File: config.mk
export PLATFORM = sky130hd
export DESIGN_NAME = rr_grant_arbiter
export DESIGN_NICKNAME = d
export VERILOG_FILES = /design/src/rtl/rr_grant_arbiter.sv
export SDC_FILE = /design/constraint.sdc
export NUM_CORES = 1
export LEC_CHECK = 0
export ABC_AREA = 1
export BUFFER_PORTS_ARGS = -buffer_cell sky130_fd_sc_hd__buf_4
export CELL_PAD_IN_SITES_DETAIL_PLACEMENT = 1
export CELL_PAD_IN_SITES_GLOBAL_PLACEMENT = 1
export CORE_ASPECT_RATIO = 0.9
export CORE_MARGIN = 2
export CORE_UTILIZATION = 40
export DETAILED_ROUTE_END_ITERATION = 8
export PLACE_DENSITY = 0.89
export SETUP_SLACK_MARGIN = 0.4
export SLEW_MARGIN = 40
export SYNTH_ARGS = -nofsm -noshare
export SYNTH_HDL_FRONTEND = slang
export SYNTH_SLANG_ARGS = --single-unit
File: constraint.sdc
create_clock -name clk_i -period 2.5 [get_ports clk_i]
set_input_delay 0 -clock clk_i [delete_from_list [all_inputs] [get_ports clk_i]]
set_output_delay 0 -clock clk_i [all_outputs]
set_load 0.005 [all_outputs]
File: src/rtl/rr_grant_arbiter.sv
// Round-robin arbiter with hold-limit preemption and a registered one-hot grant.
// Optional one-hot checker on err_o is built when ARB_ONEHOT_CHECK_EN is defined.
module rr_grant_arbiter #(
    parameter int NUM_REQ  = 4,
    parameter int MAX_HOLD = 8
) (
    input  logic                       clk_i,
    input  logic                       reset_i,
    input  logic [NUM_REQ-1:0]         req_i,
    output logic [NUM_REQ-1:0]         gnt_o,
    output logic                       gnt_valid_o,
    output logic [$clog2(NUM_REQ)-1:0] gnt_id_o,
    output logic                       err_o
);
    localparam int IDW = $clog2(NUM_REQ);
    localparam int HW  = $clog2(MAX_HOLD + 1);

    typedef enum logic {IDLE, GRANT} state_t;

    state_t              state_q;
    logic [NUM_REQ-1:0]  gnt_q;
    logic                gnt_valid_q;
    logic [IDW-1:0]      gnt_id_q;
    logic [IDW-1:0]      ptr_q;
    logic [HW-1:0]       hold_q;

    logic [NUM_REQ-1:0]  cand;
    logic                found;
    logic [IDW-1:0]      pick;
    logic                keep;
    logic [IDW-1:0]      ptr_d;

    // Candidates exclude the current owner; in IDLE gnt_q is zero so all requests qualify.
    assign cand = req_i & ~gnt_q;

    always_comb begin
        int idx;
        found = 1'b0;
        pick  = '0;
        idx   = 0;
        for (int i = 0; i < NUM_REQ; i++) begin
            idx = int'(ptr_q) + i;
            if (idx >= NUM_REQ) idx = idx - NUM_REQ;
            if (!found && cand[idx]) begin
                found = 1'b1;
                pick  = IDW'(idx);
            end
        end
    end

    assign keep  = (state_q == GRANT) && req_i[gnt_id_q] &&
                   !((hold_q == HW'(MAX_HOLD)) && found);
    assign ptr_d = (pick == IDW'(NUM_REQ - 1)) ? '0 : pick + 1'b1;

    always_ff @(posedge clk_i) begin
        if (reset_i) begin
            state_q     <= IDLE;
            gnt_q       <= '0;
            gnt_valid_q <= 1'b0;
            gnt_id_q    <= '0;
            ptr_q       <= '0;
            hold_q      <= '0;
        end else if (keep) begin
            hold_q <= (hold_q == HW'(MAX_HOLD)) ? hold_q : hold_q + 1'b1;
        end else if (found) begin
            // New owner (fresh grant, release handoff or preemption): no dead cycle.
            state_q         <= GRANT;
            gnt_q           <= '0;
            gnt_q[pick]     <= 1'b1;
            gnt_valid_q     <= 1'b1;
            gnt_id_q        <= pick;
            ptr_q           <= ptr_d;
            hold_q          <= HW'(1);
        end else begin
            state_q     <= IDLE;
            gnt_q       <= '0;
            gnt_valid_q <= 1'b0;
            gnt_id_q    <= '0;
            hold_q      <= '0;
        end
    end

    assign gnt_o       = gnt_q;
    assign gnt_valid_o = gnt_valid_q;
    assign gnt_id_o    = gnt_id_q;

`ifdef ARB_ONEHOT_CHECK_EN
    logic err_q;
    logic multi_hot;
    logic vld_mismatch;

    assign multi_hot    = (gnt_q != '0) && ((gnt_q & (gnt_q - 1'b1)) != '0);
    assign vld_mismatch = gnt_valid_q != (gnt_q != '0);

    always_ff @(posedge clk_i) begin
        if (reset_i) begin
            err_q <= 1'b0;
        end else if (multi_hot || vld_mismatch) begin
            err_q <= 1'b1;
        end
    end

    assign err_o = err_q;
`else
    assign err_o = 1'b0;
`endif

endmodule
# ---- After elaboration in Yosys (flattened, before gate mapping)
# Cells that the tools add are included.
# W data, S select, Z words.
dict set report totals {
  out_inout_bits 8
  word_cells 78
  ff_bits 13
}
dict set report op_classes {
  reduce_logical 12
  magnitude_cmp 11
  addsub 9
  n_mux 35
  n_eq_ne 3
  bitwise 3
}
# operator count
set ops {}
lappend ops {{$lt A32 B4 Y1 const B} 4}
lappend ops {{$mux W32} 4}
lappend ops {{$mux W1} 16}
lappend ops {{$mux W2} 6}
lappend ops {{$mux W4} 3}
lappend ops {{$sub A3 B3 Y4 const B} 3}
lappend ops {{$bmux W1 S2} 5}
lappend ops {{$ge A3 B3 Y1 const B} 3}
lappend ops {{$logic_and A1 B1 Y1} 7}
lappend ops {{$add A2 B2 Y3 const B} 2}
lappend ops {{$lt A2 B3 Y1 const B} 2}
lappend ops {{$add A4 B1 Y4 const B} 1}
lappend ops {{$and A4 B4 Y4} 1}
lappend ops {{$eq A4 B4 Y1 const B} 1}
lappend ops {{$logic_not A1 Y1} 4}
lappend ops {{$not A4 Y4} 1}
lappend ops {{$sub A2 B3 Y4 const B} 1}
lappend ops {{$add A2 B1 Y3 const B} 1}
lappend ops {{$ge A2 B3 Y1 const B} 1}
lappend ops {{$add A2 B1 Y2 const B} 1}
lappend ops {{$demux W1 S2} 1}
lappend ops {{$eq A2 B2 Y1 const B} 1}
lappend ops {{$ge A2 B1 Y1 const B} 1}
lappend ops {{$ne A2 B2 Y1 const B} 1}
lappend ops {{2 further kinds} 2}

# ---- Depth between registers and ports, before layout
# Gate-level depths: netlist of run 1.
dict set report depth {
  word_depth 20
  depth_mapped 15
}

# ---- Least setup slack after synthesis of run 1
# Ideal clock, no wire load.
dict set report synth_path {
  path_kind {register to register}
  startpoint {register ptr_q[0]}
  endpoint {register ptr_q[1]}
  slack_ns 0.763
  stages_incl_launch_ff 14
  arrival_ns 1.624
  synth_period_minus_slack_ns 1.737
  setup_time_ns 0.114
  t_required_ns 2.386
  path_cell_list {dfxtp_1 > buf_6 > inv_6 > nand2_1 > nand2_2 > nand3_2 > nand2_4 > nand3_2 > or2_1 > nand2_1 > inv_1 > ha_1 > nand2_1 > a21oi_2}
}
dict set report synth_between {
  elab_cells_between_ends 49
  classes_between {add/sub (8); order compare (4); eq/ne (1); mux (25); bitwise (1); reduce/logical (10)}
}
# element line_no
set synth_rtl {}
lappend synth_rtl {{from (decl)} 24} ;# logic [IDW-1:0] ptr_q;
lappend synth_rtl {{from (signal assigned)} 72} ;# ptr_q <= ptr_d;
lappend synth_rtl {{branches (longest 14 deep; another with $sub A3 B3 Y4)} --}
lappend synth_rtl {{$mux W2 (*)} 44} ;# if (!found && cand[idx]) begin
lappend synth_rtl {{$add A2 B1 Y2 or $eq A2 B2 Y1 (tied branches)} 53} ;# assign ptr_d = (pick == IDW'(NUM_REQ - 1)) ? '0 : pick + 1'b1;
lappend synth_rtl {{$mux W2 (*)} 53}
lappend synth_rtl {{via ptr_d[1]} 31} ;# logic [IDW-1:0] ptr_d;
# Mark *: on every way through the listed nets, which the timed path passes. The select of a mux whose other input is x is not followed.
# A chain may end at the register's enable or synchronous reset.

# ---- Final worst setup path of run 1
dict set report layout_path {
  startpoint {register gnt_q[1], in the netlist gnt_o[1]}
  endpoint {register ptr_q[1]}
}
dict set report layout_between {
  elab_cells_between_ends 36
  classes_between {add/sub (1); eq/ne (1); mux (21); bitwise (3); reduce/logical (10)}
}
# element line_no
set layout_rtl {}
lappend layout_rtl {{from (decl)} 21} ;# logic [NUM_REQ-1:0] gnt_q;
lappend layout_rtl {{from (signal assigned)} 58} ;# gnt_q <= '0;
lappend layout_rtl {{from (signal assigned)} 68} ;# gnt_q <= '0;
lappend layout_rtl {{from (signal, indexed assignment)} 69} ;# gnt_q[pick] <= 1'b1;
lappend layout_rtl {{$not A4 Y4 (*)} 34} ;# assign cand = req_i & ~gnt_q;
lappend layout_rtl {{$and A4 B4 Y4 (*)} 34}
lappend layout_rtl {{$bmux W1 S2} 44}
lappend layout_rtl {{$mux W1 (not written as such) (2 in a row)} 44}
lappend layout_rtl {{$mux W1} 44}
lappend layout_rtl {{$logic_not A1 Y1} 44}
lappend layout_rtl {{$logic_and A1 B1 Y1} 44}
lappend layout_rtl {{$mux W1} 44}
lappend layout_rtl {{$logic_not A1 Y1} 44}
lappend layout_rtl {{$logic_and A1 B1 Y1} 44}
lappend layout_rtl {{$mux W1} 44}
lappend layout_rtl {{$logic_not A1 Y1} 44}
lappend layout_rtl {{$logic_and A1 B1 Y1} 44}
lappend layout_rtl {{$mux W2 (*)} 44}
lappend layout_rtl {{$add A2 B1 Y2 or $eq A2 B2 Y1 (tied branches)} 53}
lappend layout_rtl {{$mux W2 (*)} 53}
lappend layout_rtl {{via ptr_d[1]} 31}
# Mark *: on every way through the listed nets, which the timed path passes. The rest lies on a longest branch. The select of a mux whose other input is x is not followed.

==> out/qor.txt, run 1 <==
Drc violations -> 0
Placer Congestion -> 0.8724
PD cells -> 1215 nW/um2
Layout Skew -> 0.01215 ns
Buffers & Inverters on Critical Path -> 2
Initial antenna violation count -> 0
Tmin final -> 1.941 ns
Met3 Usage GRT -> 0.04304
FP Rows -> 16
Crit path DAT -> 2.17 ns
Hold Crit Depth -> 5
Final period utilization -> 0.7766
#FFs+latches synth -> 13
CTS Buffer Depth -> 2
CTS root buf -> clkbuf_4
Synth Cell Area -> 977.2 um2
GRT busiest layer -> met2
Routed Antenna Nets -> 0
Via-to-Cell Ratio -> 5.350
Gr ovfl total -> 0
Worst-skew pair later-pin latency -> 0.29 ns
Seq/Total Area, Yosys -> 0.2663
R2R cell count -> 11
Pre-CTS setup slack -> 0.4411 ns
Worst Max-Slew Pin Slew -> 0.5586 ns
Status -> completed
Area of the core -> 2242 um2
GRT met2 Usage -> 0.3608
Worst Path Max Fanout -> 3
Crit path cell chain -> inv_1 -> nand3_1 -> nand3_1 -> nand2_1 -> nand3_2 -> or2_1 -> nand2_1 -> inv_1 -> ha_1 -> nand2_1 -> a21oi_2
Slowest CP cell -> dfxtp_1
Post-CTS setup buffers -> 0
Grt met1 use -> 0.2641
Stages on worst setup path -> 11
Final wirelength -> 2596 um
Dpl hpwl -> 2160 um
Fill cells -> 305
CTS sink count -> 13
CP peak stage delay -> 0.35 ns
Yosys top cell by area -> dfxtp_1
Drt pass-1 iters -> 4
Antenna Cells -> 0
Yosys top cell area share -> 0.2663
Number of global-route vias before repair -> 972
Commonest non-fill, non-tap cell in the layout -> nand2_1
Syn nets -> 147
Cell leakage power -> 0.5350 nW
Setup ws final -> 0.5586 ns
Final nets -> 163
Mapped Cells -> 135
First-pass GRT wire length -> 4609 um
Fin. max-slew vios -> 0
Worst Setup Start Kind -> register
Crit Path Class -> register to register
Largest net degree at the start of global routing -> 9
RSZ-0062 raised after global routing -> false
Slew HR -> 0.6262
Port Buffer Count -> 12
# IOs -> 14
Die width -> 56.10 um
Hold WS -> 0.2468 ns
Worst path top cell family by delay -> simple AND/OR/NAND/NOR gates
Number of distinct library cells after synthesis -> 27
Full die area -> 2855 um2
Iteration-0 DRC Markers -> 34
Average size of a mapped cell -> 7.238 um2
Max-cap viol count -> 0
Layout area overhead -> 14.73%
Share of post-route cells with drive strength above 1 -> 0.2533
Commonest cells after routing, fill and taps aside -> 33 x nand2_1, 20 x nand3_1, 12 x inv_1, 12 x buf_4, 11 x dfxtp_1
Final Hold Viols -> 0
Worst EP required -> 2.73 ns
Worst vdd ir -> 0.4993 mV
Num CTS Buffers -> 3
Cell mode on critical path -> nand2_1
Final setup fails -> 0
Htree depth -> 1
Setup_tns -> 0 ns
Clock tree from TritonCTS -> built
HP Class -> input port to register
Worst setup EP type -> register
Gr usage total -> 0.2086
Average routed wire per standard cell -> 14.67 um
Starting Density -> 0.4358
Top cells by area, synth -> dfxtp_1 27%, nand2_1 13%, nand3_1 10%, ha_1 7.7%, nand3_2 5.1%
Via count -> 947
Die Y -> 50.89 um
Ys Warns -> 0
Maximum clock frequency -> 0.5151 GHz
Clock transition at path regs -> 0.09 ns
## cell families (layout without fill, tap and decap cells)
logic type,after synthesis,in the layout,share of synthesized area
AO/OA/AOI/OAI,14,14,0.09732
other,1,1,0.003838
AND/OR/NAND/NOR,81,81,0.4469
XOR/XNOR,3,3,0.02689
buffers and inverters,17,32,0.08195
adder cells (fa/ha/maj),6,6,0.07682
flip-flops,13,13,0.2663
## through the flow
step | power, W | util | area [um2] | std cells
CTS | 0.001366 | 0.4989 | 1119 | 177
floorplan | 0.0009903 | - | 977.2 | 135
global placement | 0.001156 | 0.4827 | 1082 | 172
detailed placement | 0.001225 | 0.4827 | 1082 | 172
global route | 0.001501 | 0.5000 | 1121 | 177
finish | 0.001362 | 0.5000 | 1121 | 177
## per-layer routing
metal  wire length [um]  vias up
met5                  0        -
met4                 19        0
met3                108        2
met2               1232       22
met1               1235      450
li1                   -      473
## cell usage after synthesis, drive strengths merged
master  number
nand2       39
nand3       26
inv         15
dfxtp       13
nor2        10
o21ai        9
ha           6
nand4        5
a21oi        4
xor2         3
buf          2
conb         1
o21a         1
or2          1
## sequential cells by signal, summed over array words and instances (netlist names)
signal and cells:
gnt_o 4, gnt_id_o 2, hold_q 4, ptr_q 2
gnt_valid_o 1
## final cells by class
cell class / count / area (um2) / share of cell area
Tap cell: 27 / 33.78 / 0.03013
Clock buffer: 4 / 26.28 / 0.02344
Inverter: 15 / 61.31 / 0.05469
Timing Repair Buffer: 13 / 100.1 / 0.08929
Sequential cell: 13 / 262.8 / 0.2344
Multi-Input combinational cell: 105 / 636.9 / 0.5681
## report_power, final
| group | internal [W] | switching, W | leakage [nW] |
|---|---|---|---|
| clock | 0.0000621 | 0.0000740 | 0.0150 |
| sequential | 0.000269 | 0.0000621 | 0.107 |
| combinational | 0.000318 | 0.000576 | 0.413 |
| total | 0.000649 | 0.000712 | 0.535 |
## what timing repair did
action,4_1_cts,5_1_grt
endpoints found under the hold margin,4,0
hold buffers,1,0
gates resized for setup,0,2
setup endpoints to repair,0,4
## worst register-to-register path: cells and delay by family, from the launching register on
family	cells	cell delay, ns
and+or+nand+nor	7	0.97
DFF	1	0.35
adders and majority gates	1	0.29
buffers and inverters	2	0.17
AOI/OAI and AO/OA	1	0.11
## worst paths after layout
| check | endpoint | startpoint | slack, ns |
|---|---|---|---|
| worst min register to register | gnt_id_o[1] | gnt_id_o[1] | 0.51 |
| worst min-delay path | gnt_valid_o | req_i[1] | 0.25 |
| worst max register to register | ptr_q[1] | gnt_o[1] | 0.56 |
| worst max-delay path | ptr_q[1] | gnt_o[1] | 0.56 |
No activity file was read; power rests on OpenSTA's default activity.
==> run 2: changes to the inputs <==
ABC_AREA = 0   (was 1)
CORE_UTILIZATION = 37   (was 40)
PLACE_DENSITY = 0.85   (was 0.89)
clock period = 1.7 ns   (was 2.5 ns; I/O delays follow)
==> run 2 against run 1 <==
Combinational power down 4.4%. Fmax up 22%. Non-clock buffer count up 14. Power up 15%. Final cell count down 24%. Utilization up 13 points.
==> out/qor.txt, run 2 <==
Status -> completed
Yosys top cell area share -> 0.3281
Commonest non-fill, non-tap cell in the layout -> buf_4
Multi-input gate area -> 664.4 um2
#FFs+latches synth -> 13
Placer Congestion -> 0.7653
Sequential Power Share -> 0.322
Clock share of power -> 0.133
Hold Crit Depth -> 4
Worst-skew pair later-pin latency -> 0.28 ns
Area of the core -> 1971 um2
Dpl hpwl -> 1547 um
Ys Warns -> 0
Top cells by area, synth -> dfxtp_1 33%, ha_1 9.5%, a22o_1 5.5%, a21oi_1 4.4%, nand2b_1 3.9%
Starting Density -> 0.4025
Crit path DAT -> 1.77 ns
Final nets -> 123
Htree depth -> 1
Util after Layout -> 0.6298
Worst vdd ir -> 0.5903 mV
Layout Skew -> 0.002758 ns
CTS Buffer Depth -> 2
Most instantiated cells after synthesis -> 13 x dfxtp_1, 7 x a21oi_1, 6 x ha_1, 6 x inv_1
Gr usage total -> 0.2636
Average size of a mapped cell -> 9.916 um2
CTS root buf -> clkbuf_4
Initial antenna violation count -> 0
Count leader, synth -> dfxtp_1
Worst EP required -> 1.88 ns
HP Class -> input port to register
Int Power -> 0.0009125 W
Worst min-delay path startpoint -> req_i[1]
# IOs -> 14
Setup_tns -> 0 ns
Full die area -> 2531 um2
Die Y -> 47.93 um
Tmin final -> 1.591 ns
CTS sink count -> 13
Number of global-route vias before repair -> 789
R2R cell count -> 6
Commonest cells after routing, fill and taps aside -> 23 x buf_4, 6 x dfxtp_2, 5 x a22o_1
Syn nets -> 92
Mapped Cells -> 80
Antenna Cells -> 0
Gr ovfl total -> 0
Final period utilization -> 0.9357
Fill cells -> 219
Worst setup EP type -> register
Routed Antenna Nets -> 0
Layout area overhead -> 56.47%
Port Buffer Count -> 12
Largest net degree at the start of global routing -> 9
Num CTS Buffers -> 3
Iteration-0 DRC Markers -> 7
Final wirelength -> 3265 um
Synth Cell Area -> 793.3 um2
Cell leakage power -> 0.5319 nW
PD cells -> 1263 nW/um2
Worst Path Max Fanout -> 6
Average routed wire per standard cell -> 24.19 um
Hold WS -> 0.3697 ns
EDFF count, synth -> 0
Power share of the combinational group -> 0.545
Yosys top cell by area -> dfxtp_1
Psw -> 0.0006555 W
Share of post-route cells with drive strength above 1 -> 0.6273
Fin. max-slew vios -> 0
RSZ-0062 raised after global routing -> true
Dpl cell area -> 999.7 um2
Launching point of the worst reg2reg path -> gnt_o[0]
Via count -> 784
Post-synth ARST share -> 0
Number of distinct library cells after synthesis -> 32
Drt pass-1 iters -> 4
Clock transition at path regs -> 0.10 ns
First-pass GRT wire length -> 4395 um
Max-cap viol count -> 0
FP Rows -> 15
Seq/Total Area, Yosys -> 0.3281
Final instance area -> 1241 um2
Crit Path Class -> register to register
Final Hold Viols -> 0
Hold Path End -> gnt_valid_o
Worst Setup Start Kind -> register
Register Area -> 279.0 um2
Die width -> 52.81 um
Maximum clock frequency -> 0.6286 GHz
Via-to-Cell Ratio -> 5.807
Setup slack, reg-to-reg -> 0.11 ns
Overall power -> 0.001568 W
Drc violations -> 0
Clock tree from TritonCTS -> built
Ys flop type -> dfxtp_1
Switching part of the total -> 0.4180
Reg-to-Reg End -> gnt_o[0]
Final setup fails -> 0
## run 2: changes by cell type in the layout (fill, tap and decap cells not counted), moves of 5 or more
cell | before | now
a22o_1 | 0 | 5
buf_4 | 12 | 23
dfxtp_1 | 11 | 4
inv_1 | 12 | 2
nand2_1 | 33 | 2
nand3_1 | 20 | 1
nor2_1 | 9 | 1
o21ai_1 | 5 | 0
## run 2: logic make-up (layout without fill, tap and decap cells)
kind of cell             Yosys count  after routing  synth area share
flip-flops                        13             13            0.3281
other                              1              1          0.004727
adder cells (fa/ha/maj)            6              6           0.09463
buffers and inverters              7             37           0.03786
multiplexers                       3              3           0.03786
XOR/XNOR                           3              3           0.03313
AO/OA/AOI/OAI                     21             21            0.2398
AND/OR/NAND/NOR                   26             26            0.2240
## run 2: cell type report
class                   count  share of cell area
multi-input cells          60              0.5353
flip-flops and latches     13              0.2248
repair buffers             27              0.1744
well taps                  25             0.02520
clock buffers               3             0.01815
inverters                   6             0.01815
clock inverters             1            0.004032
## run 2: worst max path at each step
stage	startpoint	slack [ns]	endpoint
3_5_place_dp	gnt_o[2]	0.11	gnt_o[0]
2_1_floorplan	gnt_o[2]	0.27	ptr_q[1]
6_report	gnt_o[0]	0.11	gnt_o[0]
5_1_grt	gnt_o[0]	0.08	gnt_o[0]
3_3_place_gp	gnt_o[2]	0.15	gnt_o[0]
4_1_cts	gnt_o[2]	0.19	ptr_q[1]
## run 2: per-layer routing
| layer | GRT usage | share of wire | up-vias |
|---|---|---|---|
| met5 | 0 | 0 | - |
| met4 | 0.1026 | 0.045 | 0 |
| met3 | 0.05000 | 0.054 | 12 |
| met2 | 0.4475 | 0.48 | 29 |
| met1 | 0.3371 | 0.42 | 389 |
| li1 | - | - | 354 |
## run 2: timing repair
action	4_1_cts	5_1_grt
setup endpoints to repair	11	12
buffers inserted	11	3
gates cloned	0	0
pin swaps	4	4
endpoints found under the hold margin	4	0
hold buffers	1	0
resized for setup	17	10
## run 2: critical path: stages (launching register included)
cell      delay (ns)
dfxtp_4         0.40
nand3b_1        0.19
a21o_1          0.17
and3_4          0.25
inv_2           0.07
ha_1            0.19
a22o_1          0.22
## run 2: through the flow
step                worst slack, ns  std cells
floorplan                    0.2652         80
global placement             0.1510        116
detailed placement           0.1105        116
CTS                          0.1934        132
global route                0.07886        135
finish                       0.1092        135
## run 2: power by group through the flow
stage                     clock network (W)  registers, W  logic (W)
after floorplan                           0      0.000455   0.000421
after global placement                    0      0.000468   0.000575
after detailed placement                  0      0.000474   0.000588
after CTS                          0.000200      0.000481   0.000730
after global routing               0.000229      0.000512   0.000897
final                              0.000208      0.000505   0.000855
